### config.mk
export PLATFORM = sky130hd
export DESIGN_NAME = tank_hit_detector
export DESIGN_NICKNAME = d
export VERILOG_FILES = /design/src/rtl/tank_hit_detector.sv
export SDC_FILE = /design/constraint.sdc
export NUM_CORES = 1
export LEC_CHECK = 0
export ABC_AREA = 1
export ABC_CLOCK_PERIOD_IN_PS = 2140
export BUFFER_PORTS_ARGS = -buffer_cell sky130_fd_sc_hd__buf_2
export CAP_MARGIN = 20
export CORE_AREA = 5 5 83 85
export DETAILED_ROUTE_END_ITERATION = 8
export DIE_AREA = 0 0 88 90
export GPL_TIMING_DRIVEN = 0
export HOLD_SLACK_MARGIN = 0.05
export PLACE_DENSITY = 0.78
export SLEW_MARGIN = 20
export SYNTH_ARGS = -nofsm -noshare
export SYNTH_HDL_FRONTEND = slang
export SYNTH_SLANG_ARGS = --single-unit
### constraint.sdc
create_clock -name clk -period 2.14 [get_ports clk]
set_input_delay 0.107 -clock clk [delete_from_list [all_inputs] [get_ports clk]]
set_output_delay 0.107 -clock clk [all_outputs]
set_load 0.05 [all_outputs]
### src/rtl/tank_hit_detector.sv
// Tank/shell overlap hit detector: counts overlapping opaque pixels per frame and
// declares a hit after consecutive contact frames. Optional score counter: TANK_HIT_SCORE_EN.
module tank_hit_detector #(
    parameter int H_ACTIVE       = 1024,
    parameter int V_ACTIVE       = 768,
    parameter int OVERLAP_MIN    = 4,
    parameter int CONFIRM_FRAMES = 2,
    parameter int HOLDOFF_FRAMES = 60
) (
    input  logic        clk,
    input  logic        reset,
    input  logic        pix_en,
    input  logic [11:0] pixel_column,
    input  logic [11:0] pixel_row,
    input  logic [1:0]  tank_icon,
    input  logic [1:0]  shell_icon,
    input  logic        burst,
    input  logic        tank_reset,
    input  logic        score_clr,
    output logic        hit,
    output logic        shell_clear,
    output logic        armed,
    output logic [15:0] last_overlap,
    output logic [7:0]  hit_count
);

    localparam logic [11:0] H_ACT_C   = 12'(H_ACTIVE);
    localparam logic [11:0] V_ACT_C   = 12'(V_ACTIVE);
    localparam logic [15:0] OVL_MIN_C = 16'(OVERLAP_MIN);
    localparam logic [3:0]  CONFIRM_C = 4'(CONFIRM_FRAMES);
    localparam logic [7:0]  HOLDOFF_C = 8'(HOLDOFF_FRAMES);

    typedef enum logic [1:0] {
        ST_ARMED   = 2'd0,
        ST_LOCKOUT = 2'd1,
        ST_HOLDOFF = 2'd2
    } state_t;

    state_t      state_r;
    logic [15:0] overlap_cnt_r;
    logic [15:0] last_overlap_r;
    logic [3:0]  confirm_cnt_r;
    logic [7:0]  holdoff_cnt_r;
    logic        hit_r;
    logic        shell_clear_r;
    logic        armed_r;

    logic in_active_s;
    logic overlap_px_s;
    logic fe_s;
    logic contact_s;

    assign in_active_s  = (pixel_column < H_ACT_C) && (pixel_row < V_ACT_C);
    assign overlap_px_s = pix_en && in_active_s && (tank_icon != 2'b00) && (shell_icon != 2'b00);
    // Frame end sits one row past the active area, so it can never coincide with a sample.
    assign fe_s         = pix_en && (pixel_row == V_ACT_C) && (pixel_column == 12'd0);
    assign contact_s    = (overlap_cnt_r >= OVL_MIN_C);

    // Per-frame overlap pixel counter, latched into last_overlap at frame end.
    always_ff @(posedge clk) begin
        if (!reset) begin
            overlap_cnt_r  <= 16'd0;
            last_overlap_r <= 16'd0;
        end else if (fe_s) begin
            last_overlap_r <= overlap_cnt_r;
            overlap_cnt_r  <= 16'd0;
        end else if (overlap_px_s && (overlap_cnt_r != 16'hFFFF)) begin
            overlap_cnt_r  <= overlap_cnt_r + 16'd1;
        end
    end

    // Arm / lockout / hold-off state machine with registered strobes.
    always_ff @(posedge clk) begin
        if (!reset) begin
            state_r       <= ST_ARMED;
            confirm_cnt_r <= 4'd0;
            holdoff_cnt_r <= 8'd0;
            hit_r         <= 1'b0;
            shell_clear_r <= 1'b0;
            armed_r       <= 1'b1;
        end else begin
            hit_r         <= 1'b0;
            shell_clear_r <= 1'b0;
            case (state_r)
                ST_ARMED: begin
                    armed_r <= 1'b1;
                    if (fe_s) begin
                        if (contact_s) begin
                            if ((confirm_cnt_r + 4'd1) == CONFIRM_C) begin
                                hit_r         <= 1'b1;
                                shell_clear_r <= 1'b1;
                                confirm_cnt_r <= 4'd0;
                                armed_r       <= 1'b0;
                                state_r       <= ST_LOCKOUT;
                            end else begin
                                confirm_cnt_r <= confirm_cnt_r + 4'd1;
                            end
                        end else begin
                            confirm_cnt_r <= 4'd0;
                        end
                    end
                end
                ST_LOCKOUT: begin
                    armed_r <= 1'b0;
                    // A frame end on the same cycle as tank_reset is deliberately not counted.
                    if (tank_reset) begin
                        holdoff_cnt_r <= 8'd0;
                        if (HOLDOFF_FRAMES == 0) begin
                            confirm_cnt_r <= 4'd0;
                            armed_r       <= 1'b1;
                            state_r       <= ST_ARMED;
                        end else begin
                            state_r       <= ST_HOLDOFF;
                        end
                    end
                end
                ST_HOLDOFF: begin
                    armed_r <= 1'b0;
                    if (fe_s) begin
                        holdoff_cnt_r <= holdoff_cnt_r + 8'd1;
                        if ((holdoff_cnt_r + 8'd1) == HOLDOFF_C) begin
                            confirm_cnt_r <= 4'd0;
                            armed_r       <= 1'b1;
                            state_r       <= ST_ARMED;
                        end
                    end
                end
                default: begin
                    confirm_cnt_r <= 4'd0;
                    holdoff_cnt_r <= 8'd0;
                    armed_r       <= 1'b1;
                    state_r       <= ST_ARMED;
                end
            endcase
        end
    end

    assign hit          = hit_r;
    assign shell_clear  = shell_clear_r;
    assign armed        = armed_r;
    assign last_overlap = last_overlap_r;

`ifdef TANK_HIT_SCORE_EN
    logic [7:0] hit_count_r;
    logic       unused_s;

    // Saturating hit score; a clear on the same cycle as a hit takes priority.
    always_ff @(posedge clk) begin
        if (!reset) begin
            hit_count_r <= 8'd0;
        end else if (score_clr) begin
            hit_count_r <= 8'd0;
        end else if (hit_r && (hit_count_r != 8'hFF)) begin
            hit_count_r <= hit_count_r + 8'd1;
        end
    end

    assign hit_count = hit_count_r;
    assign unused_s  = burst;
`else
    logic unused_s;

    assign hit_count = 8'h00;
    assign unused_s  = burst ^ score_clr;
`endif

endmodule

==> results of run 1 <==
==> cells in the mapped netlist (all sizes together) <==
library cell  number  area [um^2]
nor2              71        336.6
nand2            117        459.2
xor2              12        105.1
nor4               1        6.260
ha                 5        62.56
nand4              6        37.54
clkinv             1        3.750
a21oi             28        185.2
dfxtp             48        960.9
nand3             26        135.1
o21ai             23        115.1
inv               49        186.4
nor3               7        40.04
xnor2              1        8.760
conb               1        3.750
or2                2        15.02
buf               16        117.6
==> worst register-to-register path, delay by kind of cell (launching register included) <==
kind | cells | cell delay [ns]
AO/OA/AOI/OAI | 2 | 0.28
adder cells (fa/ha/maj) | 1 | 0.22
buffers and inverters | 2 | 0.25
flip-flops | 1 | 0.42
AND/OR/NAND/NOR | 5 | 0.61
==> kinds of logic after synthesis <==
group	count (synthesis)	synth area share, %
buffers and inverters	66	11.08
AND/OR/NAND/NOR	230	37.06
flip-flops	48	34.58
XOR/XNOR	13	4.097
adder cells (fa/ha/maj)	5	2.251
other	1	0.1349
AO/OA/AOI/OAI	51	10.81
==> area by class of cell <==
class | count | area [um^2] | share of cell area, %
multi-input cells | 307 | 1536 | 47.43
repair buffers | 50 | 250.2 | 7.725
clock buffers | 5 | 68.82 | 2.124
flip-flops and latches | 48 | 960.9 | 29.66
plain buffers | 16 | 117.6 | 3.631
inverters | 50 | 190.2 | 5.871
well taps | 77 | 96.34 | 2.974
clock inverters | 3 | 18.77 | 0.5794
==> flip-flops by register name, summed over array words and instances, names as in the netlist <==
| register | count |
|---|---|
| last_overlap | 16 |
| overlap_cnt_r | 16 |
| holdoff_cnt_r | 8 |
| confirm_cnt_r | 4 |
| state_r | 2 |
| armed | 1 |
| shell_clear | 1 |
==> metrics by stage <==
step | cell area [um^2] | hold slack [ns] | power [mW]
5_1_grt | 3239 | 0.1980 | 2.465
2_1_floorplan | 2805 | 0.3094 | 1.610
3_5_place_dp | 3152 | 0.4332 | 1.757
4_1_cts | 3239 | 0.1469 | 2.294
6_report | 3239 | 0.1606 | 2.270
3_3_place_gp | 3152 | 0.4296 | 1.742
==> routing by layer <==
layer,global-route usage [%],up-vias,share of wire [%]
li1,-,1413,-
met1,18.19,1155,43
met2,30.78,49,51
met3,4.113,8,4.5
met4,5.754,0,1.3
met5,0,-,0
==> where the power goes <==
part,leakage (nW),switching [mW],internal (mW)
sequential,0.388,0.0621,0.955
clock,0.0479,0.306,0.228
combinational,1.01,0.486,0.233
==> how the worst max path moves through the flow <==
stage,start,end,slack [ns]
after floorplan,overlap_cnt_r[0],overlap_cnt_r[6],0.59
after global placement,overlap_cnt_r[0],overlap_cnt_r[10],0.36
after detailed placement,overlap_cnt_r[0],overlap_cnt_r[15],0.31
after CTS,overlap_cnt_r[0],overlap_cnt_r[13],0.29
after global routing,overlap_cnt_r[0],overlap_cnt_r[10],0.08
final,overlap_cnt_r[0],overlap_cnt_r[13],0.30
==> metrics, run 1 <==
Hold-fix buffers, CTS=0; Setup CP Type=register to register; max incr delay on CP=0.42 ns; initial DRC count=139; Place WS=0.3081 ns; fillers=615; CP dominant cell by count=nand2_1; initial antenna violation count=0; setup tns final=0 ns; Port Buffers=50; residual DRC count=0; total of max-cap violations=0; number of nets in the layout=517; vias in the first global route=2654; most common cell after layout, fill and taps aside=nand2_1; Final Util=52.83%; Slew Limit Fails=0; register area share after synthesis=34.58%; CTS Sinks=48; Final period util=85.80%; pin count of the biggest net entering global routing=16; CP startpoint kind=register; Hold Vio Cnt, Final=0; outcome=completed; die height=90 um; Reg clk slew, reported paths=0.10 ns; Leak Pwr=1.448 nW; Syn Std Cell Area=2779 um^2; Setup Fix Bufs, Post-CTS=0; first-pass GRT wire length=10960 um; H-tree depth=2; final setup fails=0; worst path cell trace=ha_1 -> nand2_1 -> nor2_1 -> nand2_1 -> nor3_2 -> a21oi_4 -> inv_4 -> buf_6 -> nand2_1 -> a21oi_2; Final GP Congestion=0.9146; WHS Path Cells=3; CP delay by family, top=simple AND/OR/NAND/NOR gates; vias=2625; Peak VDD IR=0.5479 mV; Synth Instances=414; 1st-pass router iterations=4; Crit path buffers/inverters=2; syn_area_per_cell=6.712 um^2; Pwr per Cell Area=700.9 nW/um^2; Post-Layout Cell Count=556; Reg2Reg Setup Slack=0.30 ns; hold path startpoint=reset; boundary pin count=61; CP Capture Type=register; Worst Hold Class=input port to register; worst endpoint required time=2.38 ns; gr ovfl total=0; Worst Path Max Fanout=10; WP data arrival=2.07 ns; final setup skew=0.01305 ns; FMAX=0.5446 GHz; gr usage total=16.77%; commonest cells after routing, fill and taps aside=nand2_1 (111), nor2_1 (62), buf_2 (54); Initial Util=45.32%; clock buffer depth=2; Placed Cells=548; Routed WL per cell=11.04 um; Die X=88 um; reg-to-reg endpoint=overlap_cnt_r[13]; reg-to-reg startpoint=overlap_cnt_r[0]; cts bufs inserted=5; final worst slack=0.3038 ns; Reg2Reg Depth=10; Min Clock Period, post-route=1.836 ns; Final HPWL DP=4797 um; Synth Warn #=0; Hold EP=holdoff_cnt_r[7]; Core Rows=29; placeable core region=6132 um^2; highest-delay cell along the critical path=dfxtp_1; #FFs+latches synth=48; CTS tree=yes; ant diodes=0; antenna viol nets, final=0; CTS Root Cell=clkbuf_8; Clock Latency Late Sink=0.31 ns; Crit. path cell count=10; RSZ-0062 raised after global routing=no; synthesis-to-finish area growth=16.57%; Via density=4.721; die area=7920 um^2; post-cts resize count=0; post-synth cell types=31; WL final=6141 um; share of cells above drive strength 1=21.71%
No activity file was read; power rests on OpenSTA's default activity.
==> run 2: changes to the inputs <==
--- a/config.mk
+++ b/config.mk
@@ -14,7 +14,7 @@
 export DIE_AREA = 0 0 88 90
 export GPL_TIMING_DRIVEN = 0
 export HOLD_SLACK_MARGIN = 0.05
-export PLACE_DENSITY = 0.78
+export PLACE_DENSITY = 0.81
 export SLEW_MARGIN = 20
 export SYNTH_ARGS = -nofsm -noshare
 export SYNTH_HDL_FRONTEND = slang
==> metrics, run 2 (synthesized netlist as in run 1, its figures left out) <==
final worst slack=0.2261 ns (was 0.3038 ns); Initial Util=45.32% (unchanged); NetSw=0.8529 mW (was 0.8545 mW); final setup fails=0 (unchanged); Final GP Congestion=0.9321 (was 0.9146); Slew Limit Fails=0 (unchanged); multi-input combinational cell area=1536 um^2 (unchanged); die area=7920 um^2 (unchanged); Sw Share=37.02% (was 37.64%); CP Capture Type=register (unchanged); Comb pwr share=31.6% (was 31.7%); boundary pin count=61 (unchanged); Clock power frac=24.2% (was 23.5%); Die X=88 um (unchanged); Leak Pwr=1.445 nW (was 1.448 nW); vias in the first global route=2630 (was 2654); Int Power=1.451 mW (was 1.416 mW); Routed WL per cell=11.47 um (was 11.04 um); Pwr per Cell Area=709.8 nW/um^2 (was 700.9 nW/um^2); cts bufs inserted=5 (unchanged); CP delay by family, top=simple AND/OR/NAND/NOR gates (unchanged); Place WS=0.2668 ns (was 0.3081 ns); Final Util=52.93% (was 52.83%); CTS Sinks=48 (unchanged); number of nets in the layout=517 (unchanged); gr ovfl total=0 (unchanged); vias=2682 (was 2625); clock buffer depth=2 (unchanged); Reg clk slew, reported paths=0.08 ns (was 0.10 ns); Final period util=89.43% (was 85.80%); CP startpoint kind=register (unchanged); Final HPWL DP=4991 um (was 4797 um); Min Clock Period, post-route=1.914 ns (was 1.836 ns); Setup Fix Bufs, Post-CTS=0 (unchanged); Post-Layout Cell Count=556 (unchanged); gr usage total=16.72% (was 16.77%); commonest cells after routing, fill and taps aside=nand2_1 (111), nor2_1 (62), buf_2 (54) (unchanged); WHS Path Cells=3 (unchanged); Worst Path Max Fanout=10 (unchanged); storage element area=960.9 um^2 (unchanged); setup tns final=0 ns (unchanged); Reg2Reg Depth=10 (unchanged); Via density=4.824 (was 4.721); die height=90 um (unchanged); share of cells above drive strength 1=21.50% (was 21.71%); RSZ-0062 raised after global routing=no (unchanged); Hold Vio Cnt, Final=0 (unchanged); Clock Latency Late Sink=0.31 ns (about the same); Hold-fix buffers, CTS=0 (unchanged); antenna viol nets, final=0 (unchanged); synthesis-to-finish area growth=16.79% (was 16.57%); pin count of the biggest net entering global routing=15 (was 16); Placed Cells=548 (unchanged); worst path cell trace=ha_1 -> nand2_1 -> nor2_1 -> nand2_1 -> nor3_2 -> a21oi_4 -> inv_4 -> buf_6 -> nand2_1 -> a21oi_2 (unchanged); H-tree depth=2 (unchanged); CTS tree=yes (unchanged); placeable core region=6132 um^2 (unchanged); 1st-pass router iterations=4 (unchanged); Worst Hold Class=input port to register (unchanged); most common cell after layout, fill and taps aside=nand2_1 (unchanged); total of max-cap violations=0 (unchanged); initial DRC count=102 (was 139); first-pass GRT wire length=10960 um (about the same); worst endpoint required time=2.38 ns (about the same); WP data arrival=2.15 ns (was 2.07 ns); post-cts resize count=0 (unchanged); max incr delay on CP=0.42 ns (about the same); CP dominant cell by count=nand2_1 (unchanged); CTS Root Cell=clkbuf_8 (unchanged); fillers=585 (was 615); Peak VDD IR=0.5346 mV (was 0.5479 mV); Setup CP Type=register to register (unchanged); Crit. path cell count=10 (unchanged); outcome=completed (unchanged); FMAX=0.5225 GHz (was 0.5446 GHz); residual DRC count=0 (unchanged); WL final=6380 um (was 6141 um); final setup skew=0.007046 ns (was 0.01305 ns); ant diodes=0 (unchanged); share of power burned in registers=44.1% (was 44.8%); Crit path buffers/inverters=2 (unchanged); Port Buffers=50 (unchanged); Core Rows=29 (unchanged); initial antenna violation count=0 (unchanged); highest-delay cell along the critical path=dfxtp_1 (unchanged)
run 2: changes by cell type in the layout (fill, tap and decap cells not counted):
cell / delta
clkinvlp_4: +1
clkinv_2: -2
clkinv_4: -1
clkbuf_1: +1
clkbuf_8: +1
run 2: worst paths after layout:
| path | endpoint | startpoint | slack, ns |
|---|---|---|---|
| setup / recovery | overlap_cnt_r[11] | overlap_cnt_r[0] | 0.23 |
| hold / removal | holdoff_cnt_r[2] | reset | 0.16 |
| setup reg to reg | overlap_cnt_r[11] | overlap_cnt_r[0] | 0.23 |
| hold reg to reg | last_overlap[4] | last_overlap[4] | 0.45 |
run 2: per-layer routing:
metal / wire length, um / share of wire [%] / vias to the layer above / global-route usage, %
li1: - / - / 1406 / -
met1: 2600 / 41 / 1227 / 18.11
met2: 3418 / 54 / 41 / 30.46
met3: 265 / 4.2 / 8 / 4.479
met4: 96 / 1.5 / 0 / 5.754
met5: 0 / 0 / - / 0
run 2: layout make-up:
cell class                 count  share of cell area, %
multi-input combinational    307                  47.34
sequential                    48                  29.61
timing repair buffer          50                  7.710
inverter                      50                  5.860
buffer                        16                  3.624
tap                           77                  2.968
clock buffer                   7                  2.660
clock inverter                 1                 0.2313
run 2: power groups by stage:
stage	clock network, mW	registers (mW)	logic, mW
2_1_floorplan	0	1.06	0.551
3_3_place_gp	0	1.04	0.707
3_5_place_dp	0	1.04	0.727
4_1_cts	0.576	1.02	0.730
5_1_grt	0.618	1.03	0.820
6_report	0.558	1.02	0.729
run 2: worst reg2reg max path, cell delays in order, from the launching register on:
cell,delay [ns]
dfxtp_1,0.42
ha_1,0.22
nand2_1,0.09
nor2_1,0.10
nand2_1,0.14
nor3_2,0.27
a21oi_4,0.17
inv_4,0.11
buf_6,0.14
nand2_1,0.07
a21oi_2,0.13
run 2: through the flow:
stage               hold WS [ns]  cell area [um^2]  total power, mW
floorplan                 0.3094              2805            1.610
global placement          0.4292              3152            1.743
detailed placement        0.4369              3152            1.765
CTS                       0.1686              3246            2.323
global route              0.1816              3246            2.466
finish                    0.1601              3246            2.304
